### config.mk
export PLATFORM = sky130hd
export DESIGN_NAME = instr_fetch_stage
export DESIGN_NICKNAME = d
export VERILOG_FILES = /design/src/rtl/instr_fetch_stage.sv
export SDC_FILE = /design/constraint.sdc
export NUM_CORES = 1
export LEC_CHECK = 0
export BUFFER_PORTS_ARGS = -buffer_cell sky130_fd_sc_hd__buf_2
export CAP_MARGIN = 20
export CORE_AREA = 2 2 248 176
export CTS_CLUSTER_DIAMETER = 200
export DETAILED_ROUTE_END_ITERATION = 8
export DIE_AREA = 0 0 250 178
export MAX_ROUTING_LAYER = met4
export RECOVER_POWER = 25
export SETUP_SLACK_MARGIN = 0.05
export SKIP_LAST_GASP = 1
export SLEW_MARGIN = 20
export SYNTH_ARGS = -nofsm -noshare
export SYNTH_HDL_FRONTEND = slang
export SYNTH_SLANG_ARGS = --single-unit
### constraint.sdc
create_clock -name clk -period 5.8 [get_ports clk]
set_input_delay 0.87 -clock clk [delete_from_list [all_inputs] [get_ports clk]]
set_output_delay 0.87 -clock clk [all_outputs]
set_load 0.02 [all_outputs]
### src/rtl/instr_fetch_stage.sv
// rtl/instr_fetch_stage.sv - RV64I IF stage: PC owner, single-outstanding fetch, decode handoff (option: IF_MISALIGN_CHECK_EN)
package instr_fetch_pkg;
    typedef struct packed {
        logic [31:0] raw_instr;
        logic [63:0] pc;
        logic        valid;
    } fetch_data_t;
endpackage

module instr_fetch_stage
    import instr_fetch_pkg::*;
#(
    parameter logic [63:0] RESET_PC = 64'h0000_0000_8000_0000
) (
    input  logic        clk,
    input  logic        reset,
    output logic        ireq_valid,
    output logic [63:0] ireq_addr,
    input  logic        iresp_data_ok,
    input  logic [31:0] iresp_data,
    input  logic        redirect_valid,
    input  logic [63:0] redirect_pc,
    output fetch_data_t out,
    input  logic        out_ready,
    output logic        out_misalign
);

    typedef enum logic [1:0] {S_REQ, S_HOLD, S_DISCARD} state_t;

    state_t      state;
    logic [63:0] pc;
    logic [63:0] pend_pc;
    logic        misaligned;

`ifdef IF_MISALIGN_CHECK_EN
    logic misalign_q;

    assign misaligned   = (pc[1:0] != 2'b00);
    assign out_misalign = misalign_q;

    always_ff @(posedge clk or negedge reset) begin
        if (!reset) begin
            misalign_q <= 1'b0;
        end else if (state == S_REQ && misaligned && !redirect_valid) begin
            misalign_q <= 1'b1;
        end else if (state == S_HOLD && (redirect_valid || out_ready)) begin
            misalign_q <= 1'b0;
        end
    end
`else
    assign misaligned   = 1'b0;
    assign out_misalign = 1'b0;
`endif

    // In DISCARD the pc register still holds the stale request address; the target waits in pend_pc.
    assign ireq_valid = ((state == S_REQ) && !misaligned) || (state == S_DISCARD);
    assign ireq_addr  = pc;

    always_ff @(posedge clk or negedge reset) begin
        if (!reset) begin
            state   <= S_REQ;
            pc      <= RESET_PC;
            pend_pc <= 64'h0;
            out     <= '0;
        end else begin
            case (state)
                S_REQ: begin
                    if (misaligned) begin
                        if (redirect_valid) begin
                            pc <= redirect_pc;
                        end else begin
                            state <= S_HOLD;
                            out   <= '{raw_instr: 32'h0, pc: pc, valid: 1'b1};
                        end
                    end else if (iresp_data_ok && !redirect_valid) begin
                        state <= S_HOLD;
                        out   <= '{raw_instr: iresp_data, pc: pc, valid: 1'b1};
                    end else if (iresp_data_ok) begin
                        pc <= redirect_pc;
                    end else if (redirect_valid) begin
                        state   <= S_DISCARD;
                        pend_pc <= redirect_pc;
                    end
                end
                S_HOLD: begin
                    if (redirect_valid) begin
                        state     <= S_REQ;
                        pc        <= redirect_pc;
                        out.valid <= 1'b0;
                    end else if (out_ready) begin
                        state     <= S_REQ;
                        pc        <= pc + 64'd4;
                        out.valid <= 1'b0;
                    end
                end
                S_DISCARD: begin
                    if (iresp_data_ok) begin
                        state <= S_REQ;
                        pc    <= redirect_valid ? redirect_pc : pend_pc;
                    end else if (redirect_valid) begin
                        pend_pc <= redirect_pc;
                    end
                end
                default: state <= S_REQ;
            endcase
        end
    end

endmodule

==> metrics.txt, run 1 <==
area of the core=42100 sq um; power density cells=650 nW/um^2; TritonCTS clock tree=done; leading area contributor after synthesis=dfrtp_1; Rows=63; crit path launch type=flop; Top cell by count, worst path=buf_4; Worst EP required=6240 ps; outcome=finished with violations; placed insts=1848; sequential area share after synthesis=0.486; DRC viols=0; Tcrit/Tclk final=0.588; Hold Violations, Final=0; list of most frequent post-synthesis cells=dfrtp_1, mux2_2, o21ai_0; max-cap check violation count=1; YS warnings=0; critical-path cell list=inv_1, ha_1, o21a_1, buf_4, nand2b_1, buf_4, a22o_1, a31oi_1, o21ai_0; worst endpoint data arrival time=3850 ps; Synth top area share=0.484; Clock Skews=12.0 ps; Slew @ Worst Pin=2890 ps; Top delay family on crit path=simple AND/OR/NAND/NOR gates; routability cong.=0.878; Crit Path Class=flop to flop; main combinational cell family by area after synthesis=compound AO/OA/AOI/OAI gates; Synth Cell Area=11700 sq um; reg2reg setup slack=2390 ps; Syn Area/Cell=10.7 sq um; Adder-Cell Fraction of Synth Area=0.00535; Crit. End Element=flop; Max stage delay on crit path=780 ps; layout cells sized above 1=0.380; Root Driver=clkbuf_16; nets=1430; post-layout min period=3410 ps; 1st-pass router iterations=5; Total GRT Usage=0.182; largest net degree at the start of global routing=118; WP buf/inv=3; Peak VDD IR=0.000346 V; later-pin clock latency in the skew report=550 ps; Post-synth EDFFs=0; io pins=264; DR vias=10200; CTS sink cnt=227; vias in the first global route=9700; RSZ-0062 raised after global routing=no; die area=44500 sq um; Synth Area in XOR/XNOR=0.0135; Slew Limit Fails=111; first-pass GRT wire length=61.0 mm; DP Wirelength=28.1 mm; Chip Height=178 microns; post-DR wirelength/cell=21.2 microns; Hold Buf Count CTS=0; Routed WL=40.5 mm; Setup Viol. Count Final=0; number of buffers created by CTS=26; worst rel slew slack=-0.926; critical-path maximum fanout=22; Synth Area in Simple Gates=0.123; Max Buffers Root-to-Sink=3; type of the most critical hold path=flop to flop; Synth Area in Compound Gates=0.178; Mapped Cells=1096; ANT nets after route=0; Seq cells post-synth=227; syn_nets=1202; postcts setup bufs=0; cell with the most instances after synthesis=dfrtp_1; Vias/cell=5.37; post-synthesis mux area share=0.154; total gr overflow=0; Area contributors post-synth=dfrtp_1, mux2_2, o21ai_0; fmax=293 MHz; H-tree levels=1; Pwr Total=9.34 mW; DRT iter0 DRCs=919; LEAKAGE=6.19 nW; CTS resizes=0; asr flop ratio synth=1.00; Initial Utilization=0.278; Clock Pin Slew Worst Setup and Hold Paths=60 ps; failing checks=max-capacitance violations, max-slew violations; die width=250 microns; setup TNS=0 ps; slowest CP cell=nand2b_1; Synth Flop Type=dfrtp_1; initial antenna violation count=12; IO Port Bufs=262; Area Overhead vs Synth=22.8%; Final Util=0.341; Cell variety after synth=79; Non-Filler Instances=1907
through the flow:
step / hold slack [ps] / setup WS (ps) / instance area [sq um]
final: 478 / 2390 / 14400
after CTS: 427 / 2450 / 14300
after floorplan: 477 / 3230 / 11700
after detailed placement: 466 / 2390 / 13500
after global placement: 460 / 2460 / 13500
after global routing: 498 / 2270 / 14400
kinds of logic after synthesis:
logic type	count (synthesis)
mux	160
fa+ha+maj	5
other cells	1
buf+inv	96
simple gates	273
compound gates	316
xor+xnor	18
flops	227
per-layer routing:
layer,share of wire,GRT usage,vias to the layer above
met3,0.077,0.0416,42
met5,0,-,-
li1,-,-,4593
met1,0.46,0.255,5159
met4,0.016,0.0369,0
met2,0.44,0.270,447
layout by cell type, fill, tap and decap left out, types with 14 or more instances in the layout:
master     instances
buf_2            261
nand4_1           21
nand3_1           24
a221oi_1          22
inv_1             14
a22o_1            16
dfrtp_1          226
o21ai_0          117
mux2_2           157
a21oi_1           48
nor2_1            71
and3_1            17
nand2_1           65
buf_4             18
clkbuf_16         27
flip-flops by register name, indices dropped and copies added (netlist names):
| name | count |
|---|---|
| state | 2 |
| pend_pc | 64 |
| ireq_addr | 64 |
| out | 97 |
path summary, 6_finish.rpt:
kind | cells after the start | from | end
worst min-delay path | 2 | out[23] | out[23]
worst max register to register | 9 | state[1] | ireq_addr[41]
max in group asynchronous | 2 | reset | out[55]
worst min register to register | 2 | out[23] | out[23]
min in group asynchronous | 1 | reset | out[75]
worst max-delay path | 9 | state[1] | ireq_addr[41]
worst register-to-register path: cells and delay by family, from the launching register on:
family	cells	cell delay [ps]
adders and majority gates	1	770
AOI/OAI and AO/OA	4	600
and+or+nand+nor	1	790
DFF	1	420
buffers and inverters	3	720
layout make-up:
| type | count | area, sq um |
|---|---|---|
| well taps | 552 | 691 |
| repair buffers | 281 | 1470 |
| multi-input cells | 773 | 5590 |
| flip-flops and latches | 227 | 5680 |
| fillers | 4299 | 27700 |
| inverters | 15 | 56.3 |
| clock inverters | 10 | 92.6 |
| diodes | 12 | 30.0 |
| clock buffers | 37 | 753 |
power by group:
part	internal, mW	total [mW]	leakage, nW	switching, mW
clock network	0.951	1.66	0.409	0.704
registers	2.40	3.24	2.72	0.843
logic	1.73	4.44	3.06	2.70
total	5.09	9.34	6.19	4.25
Note: power is estimated with default switching activity, not from simulation.
==> run 2: changes to the inputs <==
==> constraint.sdc (replaced) <==
create_clock -name clk -period 3.1 [get_ports clk]
set_input_delay 0.465 -clock clk [delete_from_list [all_inputs] [get_ports clk]]
set_output_delay 0.465 -clock clk [all_outputs]
set_load 0.02 [all_outputs]
==> run 2 against run 1 <==
Net effect:
- the flow still finishes with violations (max-capacitance violations, max-slew violations)
- core utilization up 1.0 points
- flip-flop and latch count unchanged
- non-clock buffer count up 24
- clock power up 120%
- setup slack worse by 2000 ps
- die area unchanged
- register-to-register slack worse by 2000 ps
- maximum frequency up 24%
- cell count up 1.6%
- combinational power up 95%
- first-iteration DRC count up 8.2%
- critical path depth down 2
- critical endpoint is now ireq_addr[56]
- largest cell class unchanged
- largest power group unchanged
- highest routed layer unchanged
==> metrics.txt, run 2 (same netlist as run 1, synthesis figures left out) <==
power density cells=1240 nW/um^2 (+90%); critical register-to-register path endpoint=ireq_addr[56]; Pwr Total=18.3 mW (+96%); IO Port Bufs=262 (unchanged); Clock Skews=15.5 ps (+3.48 ps); Critical Path Start=ireq_addr[3]; critical-path maximum fanout=7 (-68%); Crit. End Element=flop; max reg flops=97 (unchanged); Root Driver=clkbuf_16; layout cells sized above 1=0.395 (+0.0153); Max Buffers Root-to-Sink=3 (unchanged); H-tree levels=1 (unchanged); top sig layer=met4; Worst EP required=3530 ps (-2710 ps); most frequent cells in the layout=buf_2, dfrtp_1, mux2_2; hold path depth=2 (unchanged); worst endpoint data arrival time=3170 ps (-680 ps); DP Wirelength=29.1 mm (+3.5%); Chip Height=178 microns (unchanged); reg2reg setup slack=360 ps (-2030 ps); Crit Path Class=flop to flop; origin of the worst min-delay path=iresp_data[23]; Final Util=0.351 (+0.0101); Non-Filler Instances=1938 (+1.6%); largest net degree at the start of global routing=80 (-32%); Initial Utilization=0.278 (unchanged); Setup Viol. Count Final=0 (unchanged); nets=1456 (+1.8%); Area Overhead vs Synth=26.4%; Vias/cell=5.38 (+0.26%); Metal-1 WL=18.9 mm (+1.2%); number of buffers created by CTS=28 (+7.7%); reg-to-reg startpoint=ireq_addr[3]; io pins=264 (unchanged); Clock Pin Slew Worst Setup and Hold Paths=70 ps (about the same); failing checks=max-capacitance violations, max-slew violations; worst rel slew slack=-0.453 (+0.473); Tcrit/Tclk final=0.884 (+0.297); most flop-heavy register=out; CTS resizes=0 (unchanged); commonest non-fill, non-tap cell in the layout=buf_2; Hold Violations, Final=0 (unchanged); Hold Buf Count CTS=1 (+1); met3 wire length=3.26 mm (+4.4%); max-cap check violation count=1 (unchanged); DR vias=10400 (+1.9%); LEAKAGE=6.41 nW (+3.6%); die width=250 microns (unchanged); TritonCTS clock tree=done; ANT nets after route=0 (unchanged); type of the most critical hold path=primary input to flop; postcts setup bufs=0 (unchanged); vias in the first global route=9803 (+1.1%); crit path launch type=flop; post-layout min period=2740 ps (-666 ps); 1st-pass router iterations=6 (+1); first-pass GRT wire length=62.0 mm (+1.6%); Total GRT Usage=0.187 (+0.00428); Rows=63 (unchanged); Routed WL=41.3 mm (+2.2%); placed insts=1871 (+1.2%); area of the core=42100 sq um (unchanged); Peak VDD IR=0.000490 V (+41%); DRT iter0 DRCs=994 (+8.2%); RSZ-0062 raised after global routing=no; Slew Limit Fails=78 (-30%); metal2 WL=18.2 mm (+1.1%); initial antenna violation count=13 (+1); fmax=365 MHz (+24%); CTS sink cnt=227 (unchanged); later-pin clock latency in the skew report=560 ps (about the same); die area=44500 sq um (unchanged); total gr overflow=0 (unchanged); DRC viols=0 (unchanged); Slew @ Worst Pin=2180 ps (-709 ps); post-DR wirelength/cell=21.3 microns (+0.55%); outcome=finished with violations; R2R depth=7 (-2); routability cong.=0.916 (+4.3%); crit path to=ireq_addr[56]; setup TNS=0 ps (unchanged)
## run 2: cell count changes in the layout (fill, tap and decap cells not counted), moves of 3 or more
cell / previous run / this run
buf_4: 18 / 35
buf_12: 1 / 7
clkbuf_1: 6 / 2
bufinv_16: 1 / 4
## run 2: area by class of cell
cell class | instances | area, sq um
fillers | 4231 | 27300
flip-flops and latches | 227 | 5680
clock inverters | 16 | 205
multi-input cells | 773 | 5590
inverters | 15 | 56.3
repair buffers | 305 | 1720
clock buffers | 36 | 802
well taps | 552 | 691
diodes | 14 | 35.0
## run 2: per-layer routing
layer | global-route usage | vias up
met5 | - | -
met4 | 0.0452 | 0
li1 | - | 4649
met1 | 0.264 | 5260
met3 | 0.0407 | 62
met2 | 0.271 | 464
## run 2: worst min-delay path by stage
stage                   endpoint  slack [ps]
CTS                      out[88]         110
global placement         out[35]         460
finish                   out[88]         140
floorplan           ireq_addr[0]         170
detailed placement       out[23]         470
global route             out[88]         120
## run 2: worst max-delay path, stage by stage, from the launching register on
cell	delay, ps
dfrtp_1	440
ha_1	230
nand3_1	270
or4_4	620
or4_4	580
o31a_1	260
o21ai_1	130
a21oi_1	80
## run 2: where the power goes
| group | total (mW) | switching [mW] | internal [mW] | leakage [nW] |
|---|---|---|---|---|
| Clock | 3.60 | 1.43 | 2.17 | 0.491 |
| Sequential | 6.03 | 1.54 | 4.49 | 2.72 |
| Combinational | 8.68 | 5.20 | 3.48 | 3.20 |
## run 2: through the flow
stage | hold WS (ps) | setup slack [ps] | cell area (sq um)
floorplan | 169 | 532 | 11700
global placement | 462 | 400 | 13700
detailed placement | 466 | 384 | 13700
CTS | 110 | 375 | 14800
global route | 118 | 233 | 14800
finish | 135 | 359 | 14800
